### src/rtl/joy_db15_tx.sv
// Device end of the DB15 serial joystick link: emulates the 74HC165 chain that
// captures two button words while JOY_LOAD is low and shifts them out on JOY_CLK.
module joy_db15_tx #(
    parameter int NBITS       = 32,
    parameter int SYNC_STAGES = 2
) (
    input  logic        clk,
    input  logic        reset_n,
    input  logic [15:0] joystick1,
    input  logic [15:0] joystick2,
    input  logic        joy_load,
    input  logic        joy_clk,
    output logic        joy_data,
    output logic        frame_done,
    output logic [5:0]  bit_count
);

    localparam logic [5:0] CNT_LAST = 6'(NBITS - 1);
    localparam logic [5:0] CNT_FULL = 6'(NBITS);

    logic [SYNC_STAGES-1:0] load_sync_q, load_sync_d;
    logic [SYNC_STAGES-1:0] clk_sync_q,  clk_sync_d;
    logic                   clk_dly_q,   clk_dly_d;
    logic [NBITS-1:0]       sreg_q,      sreg_d;
    logic [5:0]             cnt_q,       cnt_d;
    logic                   done_q,      done_d;
    logic                   data_q,      data_d;

    logic        load_s;
    logic        clk_rise;
    logic [31:0] frame_all;

    // Synchronizers and the edge-detect delay flop; all reset high so that
    // the release of reset never looks like a rising edge.
    always_comb begin
        load_sync_d = {load_sync_q[SYNC_STAGES-2:0], joy_load};
        clk_sync_d  = {clk_sync_q[SYNC_STAGES-2:0], joy_clk};
        clk_dly_d   = clk_sync_q[SYNC_STAGES-1];
        load_s      = load_sync_q[SYNC_STAGES-1];
        clk_rise    = clk_sync_q[SYNC_STAGES-1] & ~clk_dly_q;
    end

    // Buttons are active high on chip, active low on the wire.
    assign frame_all = ~{joystick2, joystick1};

    always_comb begin
        sreg_d = sreg_q;
        cnt_d  = cnt_q;
        done_d = 1'b0;
        if (!load_s) begin
            // Load dominates: a clock edge coinciding with a low load is dropped.
            sreg_d = frame_all[NBITS-1:0];
            cnt_d  = '0;
        end else if (clk_rise) begin
            sreg_d = {1'b1, sreg_q[NBITS-1:1]};
            if (cnt_q != CNT_FULL) begin
                cnt_d = cnt_q + 6'd1;
            end
            done_d = (cnt_q == CNT_LAST);
        end
        data_d = sreg_q[0];
    end

    always_ff @(posedge clk or negedge reset_n) begin
        if (!reset_n) begin
            load_sync_q <= '1;
            clk_sync_q  <= '1;
            clk_dly_q   <= 1'b1;
            sreg_q      <= '1;
            cnt_q       <= '0;
            done_q      <= 1'b0;
            data_q      <= 1'b1;
        end else begin
            load_sync_q <= load_sync_d;
            clk_sync_q  <= clk_sync_d;
            clk_dly_q   <= clk_dly_d;
            sreg_q      <= sreg_d;
            cnt_q       <= cnt_d;
            done_q      <= done_d;
            data_q      <= data_d;
        end
    end

    assign joy_data   = data_q;
    assign frame_done = done_q;
    assign bit_count  = cnt_q;

endmodule
### config.mk
export PLATFORM = sky130hd
export DESIGN_NAME = joy_db15_tx
export DESIGN_NICKNAME = d
export VERILOG_FILES = /design/src/rtl/joy_db15_tx.sv
export SDC_FILE = /design/constraint.sdc
export NUM_CORES = 1
export LEC_CHECK = 0
export BUFFER_PORTS_ARGS = -buffer_cell sky130_fd_sc_hd__buf_2
export CAP_MARGIN = 5
export CORE_ASPECT_RATIO = 1.25
export CORE_UTILIZATION = 54
export DETAILED_ROUTE_END_ITERATION = 8
export GPL_ROUTABILITY_DRIVEN = 0
export PLACE_DENSITY = 0.79
export SLEW_MARGIN = 30
export SYNTH_ARGS = -nofsm -noshare
export SYNTH_HDL_FRONTEND = slang
export SYNTH_SLANG_ARGS = --single-unit
### constraint.sdc
create_clock -name clk -period 1.9 [get_ports clk]
set_input_delay 0.475 -clock clk [delete_from_list [all_inputs] [get_ports clk]]
set_output_delay 0.475 -clock clk [all_outputs]
set_load 0.01 [all_outputs]
Yosys cells after proc, flatten, opt, wreduce, memory -nomap -nowiden:

Index checks and enable logic that the tools add are counted.

* register bits: 45
* output and inout bits: 8
* logic and storage cells: 23
* bits of input ports: 36

* add/sub/neg operators: 1
* eq/ne operators: 4
* bitwise logic cells: 3
* reductions and logical operators: 1
* muxes and demuxes: 7

Operator list (number)
* $mux W32: 2
* $not A32 Y32: 1
* $mux W6: 3
* $add A6 B1 Y6 const B: 1
* $eq A6 B5 Y1 const B: 1
* $ne A6 B6 Y1 const B: 1
* $ne A2 B1 Y1 const B: 2
* $mux W1: 2
* $reduce_and A2 Y1: 1
* $and A1 B1 Y1: 1
* $not A1 Y1: 1

Depth between registers and ports, before layout:

Gate-level depths: netlist of run 1.

* word-level depth: 4
* mapped depth: 5
* mapped depth without buffers: 5

Least setup slack after synthesis of run 1:

Ideal clock, no wire load.

* path type: register -> register
* start: reg load_sync_q[1]
* end: reg cnt_q[2], in the netlist bit_count[2]
* path slack: 0.476 ns
* library setup time: 0.120 ns
* cell stages (with the launch flop): 5
* arrival: 1.304 ns
* cells stage by stage: dfstp_2 > buf_2 > nor4bb_1 > nand2_1 > a41o_1

* longest elaborated chain between the ends: 2
* elaborated cells on any way between the ends: 4

RTL lines
* start: declaration: RTL line 21 `logic [SYNC_STAGES-1:0] load_sync_q, load_sync_d;`
* start signal: assignment: RTL line 74 `load_sync_q <= load_sync_d;`
* $ne A2 B1 Y1 (no source line)
* $reduce_and A2 Y1 (no source line)
* end signal: assignment: RTL line 78 `cnt_q <= cnt_d;`
* end: declaration: RTL line 25 `logic [5:0] cnt_q, cnt_d;`

Parallel ways exist; a longest one is shown, timed or not.
A chain may end at the register's enable or synchronous reset.

Worst setup path after layout of run 1:

* start: reg cnt_q[0], in the netlist bit_count[0]
* end: reg cnt_q[2], in the netlist bit_count[2]

* longest elaborated chain between the ends: 4
* elaborated cells on any way between the ends: 7

RTL lines
* $add A6 B1 Y6: RTL line 57 `cnt_d = cnt_q + 6'd1;`
* $mux W6: RTL line 56 `if (cnt_q != CNT_FULL) begin`
* $mux W6: RTL line 54 `end else if (clk_rise) begin`
* $mux W6: RTL line 50 `if (!load_s) begin`

Parallel ways exist; a longest one is shown, timed or not. The select of a mux whose other input is x is not followed.

==> impl_metrics.yaml, run 1 <==
clock_network:
  clk_pin_slew_worst_paths_ps: 80
  ctsHoldBuffers: 0
  cts-root-buf: "clkbuf_8"
  cts_resized: 0
  postCtsSetupBuffers: 0
  cts_tree: "done"
  cts.sinks: 45
  insertion_delay_ps: 280
  cts_made_buffers: 5
  clock_path_buffers: 2
  htree_levels: 2
logic_synthesis:
  synth_flop_cell: "dfstp_2"
  yosys_warnings: 0
  synth_cells: 152
  synth_edf_count: 0
  synth.cell_area_um2: 2096
  synth_nets: 190
  synth-async-reset-ratio: 1.000
  ys_types: 23
  ys_seq_area_frac: 0.5600
  synth-seq-cells: 45
  synth_area_per_cell_um2: 13.79
route:
  drt-initial-drc-count: 38
  wl_um: 3367
  avgRoutedWirePerCell_um: 14.33
  top_layer_used: "met4"
  drc: 5
  met2_wirelength_um: 1782
  first_pass_iters: 6
  ant_nets: 0
  post_drt_via_cell_ratio: 5.502
  dr_wl_met3_um: 167
  vias: 1293
  drt-met1-wl_um: 1376
floorplanning:
  core_region_area_um2: 3603
  die_area_um2: 4136
  fp-row-count: 24
  initial_core_util: 0.5816
  fp.dieW_um: 57.72
  die_h_um: 71.65
  pin_count: 44
final_layout:
  mostFrequentLayoutCells: "mux2i_1 (66), buf_2 (43), dfstp_2 (38)"
  final_area_um2: 2435
  nets: 233
  drive_above_1_share: 0.4745
  syn_to_final_growth_pct: 16.18
  final_common_cell: "mux2i_1"
  nFillCells: 273
  n_antenna_cell: 0
timing:
  drv_slew: 0
  fmax_mhz: 631.3
  skew_ps: 4.600
  fin_crit_ps: 1584
  rsz0062_at_grt: "false"
  worstMarginPinSlew_ps: 616.8
  period_share: 0.8337
  finalHoldViolations: 0
  setup_tns_ps: 0
  slew_headroom: 0.5888
  setup_viol: 0
outcome:
  violations: "DRC"
  outcome: "finished, violations left"
grt:
  grt_first_pass_wirelength_um: 5506
  grt_pass1_vias: 1326
  antenna_found_initial: 0
  grt_use_total: 0.1743
  grt_max_degree: 44
  gr-total-overflow: 0
setup_path:
  critical_path_buf_inv_count: 1
  endpoint_kind: "flop"
  crit_required_ps: 2080
  crit_path_top_delay_cell: "dfrtp_1"
  startpoint_type: "flop"
  crit_chain: "inv_1 > ha_1 > nor4bb_1 > nand2_1 > a41o_1"
  cp_max_fo: 4
  path_delay_family: "simple AND/OR/NAND/NOR gates"
  crit_arrival_ps: 1760
  critPathKind: "flop to flop"
  max_stage_delay_ps: 420
power_and_ir_drop:
  power.density_nw_per_um2: 814.0
  p_leak_uw: 0.001303
  ir_drop_mv: 0.5400
hold_path:
  hp-class: "input port to asynchronous set/reset pin"
place:
  hpwlAfterDp_um: 2378
  place_area_um2: 2352
  portBuffers: 43
flow_run:
  max_cap_viol_count: 0
## kinds of logic after synthesis
family                     count (synthesis)  share of synthesized area
DFF                                       45                     0.5600
buffers and inverters                     12                    0.02985
AOI/OAI and AO/OA                          5                    0.01911
and+or+nand+nor                           22                    0.06387
adders and majority gates                  2                    0.01194
muxes                                     66                     0.3152
## metrics by stage
step           setup WS [ps]    util  total power, µW  hold WS, ps  std cells
2_1_floorplan          475.5       -             1357        179.4        152
3_3_place_gp           450.1  0.6528             1442        345.3        227
3_5_place_dp           362.4  0.6528             1463        348.4        227
4_1_cts                342.2  0.6757             2018        166.9        235
5_1_grt                154.9  0.6757             2084        190.5        235
6_report               315.9  0.6757             1982        154.5        235
## state kept, by name, indices dropped and copies added, names as in the netlist
signal,flops
sreg_q,32
bit_count,6
clk_sync_q,2
load_sync_q,2
clk_dly_q,1
frame_done,1
joy_data,1
## worst paths after layout
| path | startpoint | endpoint | slack, ps | depth (start not counted) |
|---|---|---|---|---|
| hold / removal | reset_n | bit_count[5]$_DFFE_PN0P_ | 150 | 1 |
| min in group clk | joy_clk | clk_sync_q[0]$_DFF_PN1_ | 280 | 1 |
| setup reg to reg | bit_count[0]$_DFFE_PN0P_ | bit_count[2]$_DFFE_PN0P_ | 320 | 5 |
| max in group asynchronous | reset_n | sreg_q[13]$_DFFE_PN1P_ | 1160 | 2 |
| setup / recovery | bit_count[0]$_DFFE_PN0P_ | bit_count[2]$_DFFE_PN0P_ | 320 | 5 |
| hold reg to reg | load_sync_q[0]$_DFF_PN1_ | load_sync_q[1]$_DFF_PN1_ | 360 | 0 |
## synthesized netlist by cell type (2+ instances only)
cell,instances,area share
dfstp_2,38,0.48
and3_1,2,0.0060
nand4_1,2,0.0060
ha_1,2,0.012
mux2i_1,66,0.32
nand2_1,6,0.011
nor2b_1,3,0.0090
nand2b_1,3,0.0090
o2bb2ai_1,2,0.0084
dfrtp_1,7,0.084
buf_2,8,0.019
inv_1,2,0.0036
## layout make-up
type	count	area, µm²	share of cell area
clock buffer	6	72.57	0.02980
clock inverter	2	10.01	0.004111
inverter	2	7.507	0.003083
multi-input combinational	95	859.6	0.3530
sequential	45	1174	0.4820
tap	39	48.80	0.02004
timing repair buffer	46	262.8	0.1079
## power breakdown
part	leakage (µW)	internal, µW	switching, µW
clock network	0.0000450	255	288
registers	0.000497	1120	49.9
logic	0.000761	141	128
## worst register-to-register path, cell delays in order, from the launching register on
cell      delay (ps)
dfrtp_1          420
inv_1            130
ha_1             150
nor4bb_1         360
nand2_1          170
a41o_1           250
## routing by layer
metal  track usage  vias up
met5             0        -
met4       0.07407        0
met3       0.03249        5
met2        0.3178       41
met1        0.1971      627
li1              -      620
Power figures use the tool's default switching activity.
==> inputs of run 2 (changes only) <==
- CORE_UTILIZATION: 54 -> 48
- PLACE_DENSITY: 0.79 -> 0.74
- clock period: 1.9 -> 1.4 ns (I/O delays scaled with it)
==> run 2 against run 1 <==
The run now ends clean. Critical path depth decreased by 2. Register-to-register slack got worse by 280 ps. Global-route usage decreased by 0.30 points. Combinational power increased by 44%. Total power increased by 39%. Core utilization decreased by 6.2 points. Critical path type unchanged. Critical endpoint unchanged.
==> impl_metrics.yaml, run 2 (synthesis results as in run 1) <==
floorplanning:
  fp-row-count: 26
  die_area_um2: 4636
  initial_core_util: 0.5073
  core_region_area_um2: 4131
  die_h_um: 75.88
  fp.dieW_um: 61.10
  pin_count: 44
grt:
  gr-total-overflow: 0
  grt_max_degree: 46
  grt_first_pass_wirelength_um: 5768
  antenna_found_initial: 0
  grt_use_total: 0.1713
  grt_pass1_vias: 1358
clock_network:
  cts_tree: "done"
  htree_levels: 2
  clk_pin_slew_worst_paths_ps: 80
  cts-root-buf: "clkbuf_8"
  cts.sinks: 45
  postCtsSetupBuffers: 0
  cts_made_buffers: 5
  clock_path_buffers: 2
  insertion_delay_ps: 290
setup_path:
  endpoint_kind: "flop"
  cp_max_fo: 3
  startpoint_type: "flop"
  crit_required_ps: 1580
  rr_worst_depth: 3
  startpoint: "load_sync_q[1]$_DFF_PN1_"
  rr_startpoint: "load_sync_q[1]$_DFF_PN1_"
  crit_arrival_ps: 1550
  critPathKind: "flop to flop"
timing:
  worstMarginPinSlew_ps: 274.1
  slew_headroom: 0.8173
  drv_slew: 0
  fin_crit_ps: 1362
  fmax_mhz: 734.1
  skew_ps: 7.185
  rsz0062_at_grt: "true"
  period_share: 0.9730
  finalHoldViolations: 0
  setup_viol: 0
route:
  ant_nets: 0
  first_pass_iters: 4
  drt-initial-drc-count: 49
  drc: 0
  vias: 1306
  avgRoutedWirePerCell_um: 13.83
  wl_um: 3555
  post_drt_via_cell_ratio: 5.082
final_layout:
  largest_reg_flops: 32
  final_area_um2: 2534
  final_common_cell: "mux2i_1"
  nFillCells: 360
  n_antenna_cell: 0
  nets: 238
  largest_register: "sreg_q"
  mostFrequentLayoutCells: "mux2i_1 (66), buf_2 (43), dfstp_2 (38)"
  syn_to_final_growth_pct: 20.90
  drive_above_1_share: 0.5075
power_and_ir_drop:
  power.switching_uw: 662.3
  p_int_uw: 2084
  power.density_nw_per_um2: 1084
  p_leak_uw: 0.001333
  clockPowerShare: 0.281
  ir_drop_mv: 0.9212
  comb_power_share: 0.141
  power_uw: 2747
  switching_share: 0.2411
  p_seq_frac: 0.578
hold_path:
  hp-class: "input port to asynchronous set/reset pin"
place:
  place_area_um2: 2430
  portBuffers: 43
  hpwlAfterDp_um: 2557
flow_run:
  max_cap_viol_count: 0
outcome:
  outcome: "completed"
[run 2: cell count changes in the layout (fill, tap and decap cells not counted), moves of 2 or more]
cell | previous run | this run
buf_4 | 1 | 4
clkinv_2 | 2 | 0
dfrtp_2 | 0 | 2
dfrtp_1 | 7 | 5
[run 2: power groups by stage]
stage	logic (µW)	registers [µW]	clock network [µW]
final	387	1590	771
after global routing	435	1610	851
after CTS	396	1590	801
after detailed placement	392	1610	0
after global placement	374	1610	0
after floorplan	250	1590	0
[run 2: timing repair]
item | CTS | global route
pin swaps | 0 | 0
gates cloned | 0 | 0
resized for setup | 1 | 4
hold buffers | 0 | 0
setup endpoints to repair | 1 | 13
[run 2: metal layers]
| metal | wire [µm] | track usage | share of wire | vias up |
|---|---|---|---|---|
| met3 | 214 | 0.05772 | 0.060 | 8 |
| met5 | 0 | 0 | 0 | - |
| met4 | 46 | 0.06313 | 0.013 | 0 |
| li1 | - | - | - | 635 |
| met1 | 1400 | 0.1801 | 0.39 | 628 |
| met2 | 1894 | 0.3116 | 0.53 | 35 |
[run 2: final cells by class]
class	count	area [µm²]	share of cell area
Sequential cell	45	1176	0.4642
Multi-Input combinational cell	95	877.1	0.3462
Timing Repair Buffer	51	316.6	0.1249
Clock buffer	6	72.57	0.02864
Tap cell	56	70.07	0.02765
Clock inverter	2	13.76	0.005432
Inverter	2	7.507	0.002963
[run 2: final timing paths]
path | slack [ps] | end
worst min-delay path | 30 | frame_done$_DFF_PN0_
worst max-delay path | 40 | bit_count[2]$_DFFE_PN0P_
max in group asynchronous | 1110 | sreg_q[23]$_DFFE_PN1P_
min in group clk | 150 | load_sync_q[0]$_DFF_PN1_
worst min register to register | 360 | load_sync_q[1]$_DFF_PN1_
worst max register to register | 40 | bit_count[2]$_DFFE_PN0P_
[run 2: worst max-delay path: stages, from the launching register on]
cell and delay (ps):
dfstp_2 580, nor4bb_4 330, nand2_2 110, a41o_1 230
[run 2: per-stage QoR]
stage	util	hold WS, ps	cells	setup WS, ps	TNS (ps)
after global placement	0.5881	342.9	249	74.48	0
after CTS	0.6111	20.87	257	8.992	0
after floorplan	-	54.41	152	10.32	0
final	0.6133	26.64	257	37.80	0
after detailed placement	0.5881	342.0	249	3.205	0
after global routing	0.6133	30.98	257	-59.99	-73.73
